### config.mk
export PLATFORM = sky130hd
export DESIGN_NAME = ahb_spi_flat
export DESIGN_NICKNAME = d
export VERILOG_FILES = /design/src/rtl/ahb_spi_if.sv /design/src/rtl/ahb_spi.sv /design/src/flat_wrapper.sv
export SDC_FILE = /design/constraint.sdc
export NUM_CORES = 1
export LEC_CHECK = 0
export BUFFER_PORTS_ARGS = -buffer_cell sky130_fd_sc_hd__buf_2
export CORE_ASPECT_RATIO = 2
export CORE_MARGIN = 2
export CORE_UTILIZATION = 60
export DETAILED_ROUTE_END_ITERATION = 10
export GPL_TIMING_DRIVEN = 0
export PLACE_DENSITY = 0.91
export SKIP_CTS_REPAIR_TIMING = 1
export SLEW_MARGIN = 0
export SYNTH_ARGS = -nofsm -noshare
export SYNTH_HDL_FRONTEND = slang
export SYNTH_SLANG_ARGS = --single-unit
### constraint.sdc
create_clock -name HCLK -period 4.8 [get_ports HCLK]
set_clock_uncertainty 0.15 [all_clocks]
set_input_delay 0.24 -clock HCLK [delete_from_list [all_inputs] [get_ports HCLK]]
set_output_delay 0.24 -clock HCLK [all_outputs]
set_load 0.02 [all_outputs]
### src/rtl/ahb_spi_if.sv
// ahb_spi_if -- AHB-Lite slave port bundle for ahb_spi.
//
// Signals (AHB naming kept so the bundle maps 1:1 onto the system bus):
//   HSEL, HREADY, HADDR, HWRITE, HSIZE, HTRANS, HWDATA : master -> slave
//   HRDATA, HREADYOUT                                  : slave  -> master
// Modports:
//   slave  : used by ahb_spi
//   master : used by the bus side (decoder / testbench)

interface ahb_spi_if;
    logic        HSEL;
    logic        HREADY;
    logic [31:0] HADDR;
    logic        HWRITE;
    logic [2:0]  HSIZE;
    logic [1:0]  HTRANS;
    logic [31:0] HWDATA;
    logic [31:0] HRDATA;
    logic        HREADYOUT;

    modport slave (
        input  HSEL, HREADY, HADDR, HWRITE, HSIZE, HTRANS, HWDATA,
        output HRDATA, HREADYOUT
    );

    modport master (
        output HSEL, HREADY, HADDR, HWRITE, HSIZE, HTRANS, HWDATA,
        input  HRDATA, HREADYOUT
    );
endinterface

### src/rtl/ahb_spi.sv
// ahb_spi -- zero-wait-state AHB-Lite slave driving an SPI master (mode 0).
// Software owns the slave selects and queues 1/2/4-byte bursts; the display
// controller sits on slave select 0.
//
// Ports:
//   HCLK        in   single clock for all logic
//   HRESET      in   synchronous, active-high reset
//   bus         ahb_spi_if.slave  AHB-Lite slave port
//   SPI_MISO_i  in   serial data in
//   SPI_MOSI_o  out  serial data out
//   SPI_SS_o    out  [31:0] slave selects, active low, straight from SSEL
//   SPI_CLK_o   out  SPI clock, idle low
//
// Registers (HADDR[3:2]):
//   0x0 STATUS  RO  [0] busy, [4] done (sticky), [5] overrun (sticky), [10:8] bytes left
//   0x4 SSEL    RW
//   0x8 TXDATA  WO  byte count from HSIZE, reads return 0
//   0xC RXDATA  RO  last 32 bits shifted in, newest at [0]
//
// Configuration macro: AHBSPI_LOOPBACK_EN -- when defined, the receive shifter
// takes SPI_MOSI_o instead of SPI_MISO_i; pins are otherwise unchanged.

module ahb_spi #(
    parameter int unsigned CLK_DIV = 4
) (
    input  logic        HCLK,
    input  logic        HRESET,
    ahb_spi_if.slave    bus,
    input  logic        SPI_MISO_i,
    output logic        SPI_MOSI_o,
    output logic [31:0] SPI_SS_o,
    output logic        SPI_CLK_o
);

    typedef enum logic [1:0] {StIdle, StShiftLo, StShiftHi} state_e;

    localparam logic [31:0] DivLast = 32'(CLK_DIV - 1);

    state_e      state_q;
    logic [31:0] div_q;
    logic [31:0] tx_q;
    logic [31:0] rx_q;
    logic [31:0] ss_q;
    logic [4:0]  bits_q;     // bits still to send after the current one
    logic        done_q;
    logic        ovr_q;
    logic        mosi_q;
    logic        sclk_q;

    // Captured address phase
    logic        dp_valid_q;
    logic        dp_write_q;
    logic [1:0]  dp_addr_q;
    logic [2:0]  dp_size_q;

    logic        busy;
    logic        addr_ok;
    logic        tx_wr;
    logic        tx_size_ok;
    logic        shift_in;
    logic [31:0] tx_load;
    logic [4:0]  bits_load;
    logic [2:0]  bytes_rem;
    logic [31:0] status;

    assign busy       = (state_q != StIdle);
    assign addr_ok    = bus.HSEL & bus.HTRANS[1] & bus.HREADY;
    assign tx_wr      = dp_valid_q & dp_write_q & (dp_addr_q == 2'd2);
    assign tx_size_ok = (dp_size_q <= 3'd2);

`ifdef AHBSPI_LOOPBACK_EN
    assign shift_in = mosi_q;
    logic unused_miso;
    assign unused_miso = SPI_MISO_i;
`else
    assign shift_in = SPI_MISO_i;
`endif

    logic unused_bus;
    assign unused_bus = ^{bus.HADDR[31:4], bus.HADDR[1:0], bus.HTRANS[0]};

    // Left-align the written bytes so bit 31 is always the next bit out.
    always_comb begin
        tx_load   = bus.HWDATA;
        bits_load = 5'd31;
        unique case (dp_size_q[1:0])
            2'd0: begin
                tx_load   = {bus.HWDATA[7:0], 24'h0};
                bits_load = 5'd7;
            end
            2'd1: begin
                tx_load   = {bus.HWDATA[15:0], 16'h0};
                bits_load = 5'd15;
            end
            default: ;
        endcase
    end

    assign bytes_rem = busy ? ({1'b0, bits_q[4:3]} + 3'd1) : 3'd0;
    assign status    = {21'h0, bytes_rem, 2'b00, ovr_q, done_q, 3'b000, busy};

    always_comb begin
        bus.HRDATA = 32'h0;
        if (dp_valid_q && !dp_write_q) begin
            unique case (dp_addr_q)
                2'd0:    bus.HRDATA = status;
                2'd1:    bus.HRDATA = ss_q;
                2'd3:    bus.HRDATA = rx_q;
                default: bus.HRDATA = 32'h0;
            endcase
        end
    end

    assign bus.HREADYOUT = 1'b1;
    assign SPI_MOSI_o    = mosi_q;
    assign SPI_SS_o      = ss_q;
    assign SPI_CLK_o     = sclk_q;

    always_ff @(posedge HCLK) begin
        if (HRESET) begin
            state_q    <= StIdle;
            div_q      <= 32'h0;
            tx_q       <= 32'h0;
            rx_q       <= 32'h0;
            ss_q       <= 32'hFFFF_FFFF;
            bits_q     <= 5'd0;
            done_q     <= 1'b0;
            ovr_q      <= 1'b0;
            mosi_q     <= 1'b0;
            sclk_q     <= 1'b0;
            dp_valid_q <= 1'b0;
            dp_write_q <= 1'b0;
            dp_addr_q  <= 2'd0;
            dp_size_q  <= 3'd0;
        end else begin
            dp_valid_q <= addr_ok;
            if (addr_ok) begin
                dp_write_q <= bus.HWRITE;
                dp_addr_q  <= bus.HADDR[3:2];
                dp_size_q  <= bus.HSIZE;
            end

            if (dp_valid_q && dp_write_q && (dp_addr_q == 2'd1)) begin
                ss_q <= bus.HWDATA;
            end
            // A STATUS read and a TXDATA write never share a data phase.
            if (dp_valid_q && !dp_write_q && (dp_addr_q == 2'd0)) begin
                ovr_q <= 1'b0;
            end
            if (tx_wr && tx_size_ok && busy) begin
                ovr_q <= 1'b1;
            end

            unique case (state_q)
                StIdle: begin
                    if (tx_wr && tx_size_ok) begin
                        state_q <= StShiftLo;
                        div_q   <= 32'h0;
                        tx_q    <= tx_load;
                        mosi_q  <= tx_load[31];
                        bits_q  <= bits_load;
                        done_q  <= 1'b0;
                    end
                end
                StShiftLo: begin
                    if (div_q == DivLast) begin
                        state_q <= StShiftHi;
                        div_q   <= 32'h0;
                        sclk_q  <= 1'b1;
                        rx_q    <= {rx_q[30:0], shift_in};
                    end else begin
                        div_q <= div_q + 32'd1;
                    end
                end
                StShiftHi: begin
                    if (div_q == DivLast) begin
                        div_q  <= 32'h0;
                        sclk_q <= 1'b0;
                        if (bits_q == 5'd0) begin
                            state_q <= StIdle;
                            done_q  <= 1'b1;
                            mosi_q  <= 1'b0;
                        end else begin
                            state_q <= StShiftLo;
                            bits_q  <= bits_q - 5'd1;
                            tx_q    <= {tx_q[30:0], 1'b0};
                            mosi_q  <= tx_q[30];
                        end
                    end else begin
                        div_q <= div_q + 32'd1;
                    end
                end
                default: state_q <= StIdle;
            endcase
        end
    end

endmodule

### src/flat_wrapper.sv
// flat-port wrapper written by rule: the top's interface ports become plain ports
module ahb_spi_flat 
#(
    parameter int unsigned CLK_DIV = 4
)
  (HCLK, HRESET, SPI_MISO_i, SPI_MOSI_o, SPI_SS_o, SPI_CLK_o, bus_HSEL, bus_HREADY, bus_HADDR, bus_HWRITE, bus_HSIZE, bus_HTRANS, bus_HWDATA, bus_HRDATA, bus_HREADYOUT);
  ahb_spi_if bus_i ();
  input  logic HCLK;
  input  logic HRESET;
  input  logic SPI_MISO_i;
  output logic SPI_MOSI_o;
  output logic [31:0] SPI_SS_o;
  output logic SPI_CLK_o;
  input wire logic [$bits(bus_i.HSEL)-1:0] bus_HSEL;
  input wire logic [$bits(bus_i.HREADY)-1:0] bus_HREADY;
  input wire logic [$bits(bus_i.HADDR)-1:0] bus_HADDR;
  input wire logic [$bits(bus_i.HWRITE)-1:0] bus_HWRITE;
  input wire logic [$bits(bus_i.HSIZE)-1:0] bus_HSIZE;
  input wire logic [$bits(bus_i.HTRANS)-1:0] bus_HTRANS;
  input wire logic [$bits(bus_i.HWDATA)-1:0] bus_HWDATA;
  output wire logic [$bits(bus_i.HRDATA)-1:0] bus_HRDATA;
  output wire logic [$bits(bus_i.HREADYOUT)-1:0] bus_HREADYOUT;
  assign bus_i.HSEL = bus_HSEL;
  assign bus_i.HREADY = bus_HREADY;
  assign bus_i.HADDR = bus_HADDR;
  assign bus_i.HWRITE = bus_HWRITE;
  assign bus_i.HSIZE = bus_HSIZE;
  assign bus_i.HTRANS = bus_HTRANS;
  assign bus_i.HWDATA = bus_HWDATA;
  assign bus_HRDATA = bus_i.HRDATA;
  assign bus_HREADYOUT = bus_i.HREADYOUT;
  ahb_spi #(.CLK_DIV(CLK_DIV)) u_core (.HCLK(HCLK), .HRESET(HRESET), .bus(bus_i), .SPI_MISO_i(SPI_MISO_i), .SPI_MOSI_o(SPI_MOSI_o), .SPI_SS_o(SPI_SS_o), .SPI_CLK_o(SPI_CLK_o));
endmodule
# Word-level counts from Yosys, hierarchy flattened

Cells that the tools add are included.

Bits in registers: 145
Input port bits: 75
Output and inout port bits: 67
Logic and storage cells: 92

$add $sub $neg: 3
Magnitude comparators: 1
Equality and inequality tests: 12
Multiplexer cells: 34
Bitwise gates (word level): 4
Reduce and logical (&&, ||, !) cells: 24

Operators with widths:

| cell                                              | count |
|---|---|
| one-hot mux 32 bit (2 select lines)               | 2 |
| 2-to-1 mux 32 bit                                 | 3 |
| one-hot mux 32 bit (3 select lines)               | 1 |
| 2-to-1 mux 31 bit                                 | 3 |
| one-hot mux 31 bit (2 select lines)               | 1 |
| adder 32 x 1 -> 32 bit (second input constant)    | 1 |
| == test 32 x 2 -> 1 bit (second input constant)   | 1 |
| one-hot mux 5 bit (2 select lines)                | 2 |
| 2-to-1 mux 5 bit                                  | 3 |
| 2-to-1 mux 1 bit                                  | 11 |
| nonzero test 2 bit                                | 5 |
| AND reduction 3 bit                               | 3 |
| != test 2 x 1 -> 1 bit (second input constant)    | 4 |
| AND reduction 4 bit                               | 2 |
| == test 2 x 1 -> 1 bit (second input constant)    | 3 |
| == test 2 bit (second input constant)             | 3 |
| logical AND 1 bit                                 | 6 |
| zero test 2 bit                                   | 3 |
| 2-to-1 mux 2 bit                                  | 3 |
| one-hot mux 1 bit (2 select lines)                | 3 |
| one-hot mux 2 bit (3 select lines)                | 1 |
| zero test 5 bit                                   | 1 |
| subtractor 5 x 1 -> 5 bit (second input constant) | 1 |
| bitwise AND 1 bit                                 | 4 |
| other kinds (7)                                   | 8 |

# Depth between registers and ports, before layout

Depth in word-level cells: 5
Gate-level depth with buffers: 9
Depth with buffers taken out: 7

# Least setup slack after synthesis

No wires, ideal clock.

Path type: register to register
Start point: register u_core.div_q[0]
End point: register u_core.bits_q[4]
Setup time: 0.124 ns
Arrival time: 2.026 ns
Data required time: 4.526 ns
Slack: 2.499 ns
Stages on the path, launching flop included: 9
Buffers on the path: 3
Period minus slack after synthesis: 2.301 ns
Cells stage by stage: dfxtp_1 -> ha_1 -> buf_2 -> nor4b_2 -> nand4_2 -> o41ai_4 -> buf_6 -> buf_2 -> o21ai_0

Longest elaborated chain between the ends: 3

Ends and longest elaborated chain:

| element                          | line           | text |
|---|---|---|
| start: declaration               | ahb_spi.sv:40  | `logic [31:0] div_q;` |
| start signal: assignment         | ahb_spi.sv:172 | `div_q <= div_q + 32'd1;` |
| start signal: assignment         | ahb_spi.sv:190 | `div_q <= div_q + 32'd1;` |
| == test 32 x 2 -> 1 bit          | ahb_spi.sv:176 | `if (div_q == DivLast) begin` |
| != test 2 x 1 -> 1 bit (no line) | -              |  |
| AND reduction 4 bit (no line)    | -              |  |
| end signal: assignment           | ahb_spi.sv:161 | `bits_q <= bits_load;` |
| end signal: assignment           | ahb_spi.sv:185 | `bits_q <= bits_q - 5'd1;` |
| end: declaration                 | ahb_spi.sv:44  | `logic [4:0] bits_q;` |

Every way passes these cells.
A chain may end at the register's enable or synchronous reset.

# Worst setup path after layout

Start point: register u_core.div_q[0]
End point: register u_core.rx_q[29]

Longest elaborated chain between the ends: 2

Ends and longest elaborated chain:

| element                       | line           | text |
|---|---|---|
| == test 32 x 2 -> 1 bit       | ahb_spi.sv:166 | `if (div_q == DivLast) begin` |
| AND reduction 2 bit (no line) | -              |  |
| end signal: assignment        | ahb_spi.sv:170 | `rx_q <= {rx_q[30:0], shift_in};` |
| end: declaration              | ahb_spi.sv:42  | `logic [31:0] rx_q;` |

Every way passes these cells.

==> flow_summary.json <==
{
  "status": "finished with violations",
  "violations": "hold timing",
  "ys_top_cells_by_count": "nor2_1 (151), dfxtp_1 (145), nand2_1 (122)",
  "cts_sinks": 145,
  "rr_worst_depth": 8,
  "die_width_um": 81.5,
  "yosysUniqueCellTypes": 63,
  "grt_usage_pct": 34.8,
  "drtIter0Drc": 846,
  "vias_per_cell": 6.45,
  "drc": 0,
  "post-dp-hpwl_mm": 15.8,
  "ys_warn_count": 0,
  "startpoint": "u_core.div_q[0]",
  "path_clk_slew_ps": 70,
  "cp-start-kind": "flop",
  "utilization_pct": 74.9,
  "async_flop_share_pct": 0,
  "max_freq_mhz": 342,
  "grt_pass1_wl_mm": 34.9,
  "drt-total-wl_mm": 24.0,
  "fin_crit_ps": 2920,
  "crit_type": "reg -> reg",
  "coreArea_mm2": 0.0117,
  "cts_tree": "done",
  "placementRows": 56,
  "synth_seq_area_share_pct": 40.3,
  "antenna_found_initial": 0,
  "grt_max_degree": 17,
  "p_leak_uw": 0.00354,
  "maxSlewHeadroom_pct": 24.7,
  "critPathArrivalTime_ps": 3060,
  "cts_buffers": 17,
  "hp-class": "in -> reg",
  "wire_per_inst_um": 20.1,
  "min_from": "bus_HADDR[2]",
  "syn_area_per_cell_um2": 8.19,
  "cts_root_buffer": "clkbuf_16",
  "max-cap-violations": 0,
  "start_util_pct": 61.6,
  "synth_area_mm2": 0.00720,
  "holdWs_ps": -75.0,
  "die_h_um": 159,
  "nets": 1118,
  "rr_startpoint": "u_core.div_q[0]",
  "yosysMostFrequentCell": "nor2_1",
  "final_antenna_net_count": 0,
  "fin_setup_tns_ps": 0,
  "drt_pass1_iterations": 6,
  "end_kind": "flop",
  "setup_viol": 0,
  "synth_edf_count": 0,
  "powerDensity_mw_per_mm2": 304,
  "hold_violations": 2,
  "rsz0062_at_grt": "false",
  "diodes": 0,
  "cp_max_fo": 10,
  "cts_buffer_depth": 2,
  "insertion_delay_ps": 440,
  "drive_gt1_share_pct": 16.6,
  "h-tree-depth": 4,
  "fin_crit_sh_pct": 60.8,
  "ys_ff_latch": 145,
  "worstMarginPinSlew_ps": 1120,
  "num_io_pins": 142,
  "synth_nets": 961,
  "synthCells": 879,
  "vdd_drop_max_mv": 0.288,
  "gp_congestion": 0.982,
  "synth_area_leaders": "dfxtp_1 (40%), mux2i_1 (12%), nor2_1 (7.9%), nand2_1 (6.4%), a21oi_1 (2.9%)",
  "synth.top_cell.area_share_pct": 40.3,
  "synth_area_leader_cell": "dfxtp_1",
  "hold-path-cell-count": 3,
  "grt_overflow": 0,
  "maxSlewViolCount": 0,
  "cp.required_ps": 4940,
  "area_growth_pct": 21.7,
  "dieArea_mm2": 0.0130,
  "grt_pass1_vias": 7119,
  "portBuffers": 109,
  "synth_flop_cell": "dfxtp_1",
  "vias": 7706
}
-- kinds of logic after synthesis --
| logic type | count (synthesis) | share of synthesized area [%] |
|---|---|---|
| muxes | 83 | 11.5 |
| DFF | 145 | 40.3 |
| buffers and inverters | 75 | 4.83 |
| other | 1 | 0.0521 |
| xor gates and xnor gates | 13 | 1.58 |
| AOI/OAI and AO/OA | 160 | 15.1 |
| and+or+nand+nor | 395 | 25.4 |
| adders and majority gates | 7 | 1.22 |
-- cells in the final DEF, fill, tap and decap left out, drive strengths merged, types with 12 or more instances in the layout --
cell | synthesis | final
nor2 | 152 | 152
dfxtp | 145 | 145
buf | 22 | 131
nand2 | 122 | 122
mux2i | 83 | 83
clkbuf | 42 | 61
a21oi | 42 | 42
nand3 | 40 | 40
dlygate4sd3 | 0 | 29
a31oi | 25 | 25
o21ai | 20 | 20
a211oi | 16 | 16
and2 | 15 | 15
o211ai | 14 | 14
inv | 9 | 13
xor2 | 12 | 12
-- sequential cells by signal, summed over array words and instances (netlist names) --
register	flops
u_core.SPI_SS_o	32
u_core.dp_size_q	3
u_core.state_q	2
u_core.ovr_q	1
u_core.dp_valid_q	1
u_core.dp_write_q	1
u_core.div_q	32
u_core.tx_q	31
u_core.dp_addr_q	2
u_core.rx_q	32
u_core.SPI_MOSI_o	1
u_core.done_q	1
u_core.SPI_CLK_o	1
u_core.bits_q	5
-- through the flow --
stage	hold WS (ps)	power [µW]	instances	area [µm²]	setup slack, ps
6_report	-75.0	2660	1194	8770	1880
5_1_grt	1.15	2720	1194	8770	1680
4_1_cts	-113	2620	1165	8480	1930
3_5_place_dp	317	1400	1133	7930	1930
3_3_place_gp	307	1400	1133	7930	2000
2_1_floorplan	214	1340	879	7200	2500
-- final timing paths --
kind,end,slack [ps]
worst max register to register,u_core.rx_q[29],1880
worst max-delay path,u_core.rx_q[29],1880
worst min-delay path,u_core.dp_addr_q[0],-70
worst min register to register,u_core.ovr_q,320
-- report_power, final --
group / internal, µW / switching (µW)
clock network: 683 / 572
registers: 1210 / 5.47
logic: 71.0 / 123
-- layout make-up --
cell class	count	area, µm²
inverters	11	41.3
clock buffers	19	443
well taps	145	181
repair buffers	138	836
fillers	763	2930
multi-input cells	659	3950
flip-flops and latches	145	2900
plain buffers	64	307
clock inverters	13	105
-- routing by layer --
layer	wire, µm	track usage, %	up-vias
li1	-	-	3424
met5	0	0	-
met1	7960	35.6	3597
met3	1950	8.11	176
met2	12100	60.0	509
met4	2030	24.0	0
-- worst max-delay path: stages (launching register included) --
cell and delay [ps]:
dfxtp_1 390, ha_1 160, buf_2 220, nor4b_2 260, nand4_2 280, nor3_2 660
buf_4 340, mux2i_1 250, nor2_1 60
Note: power is estimated with default switching activity, not from simulation.
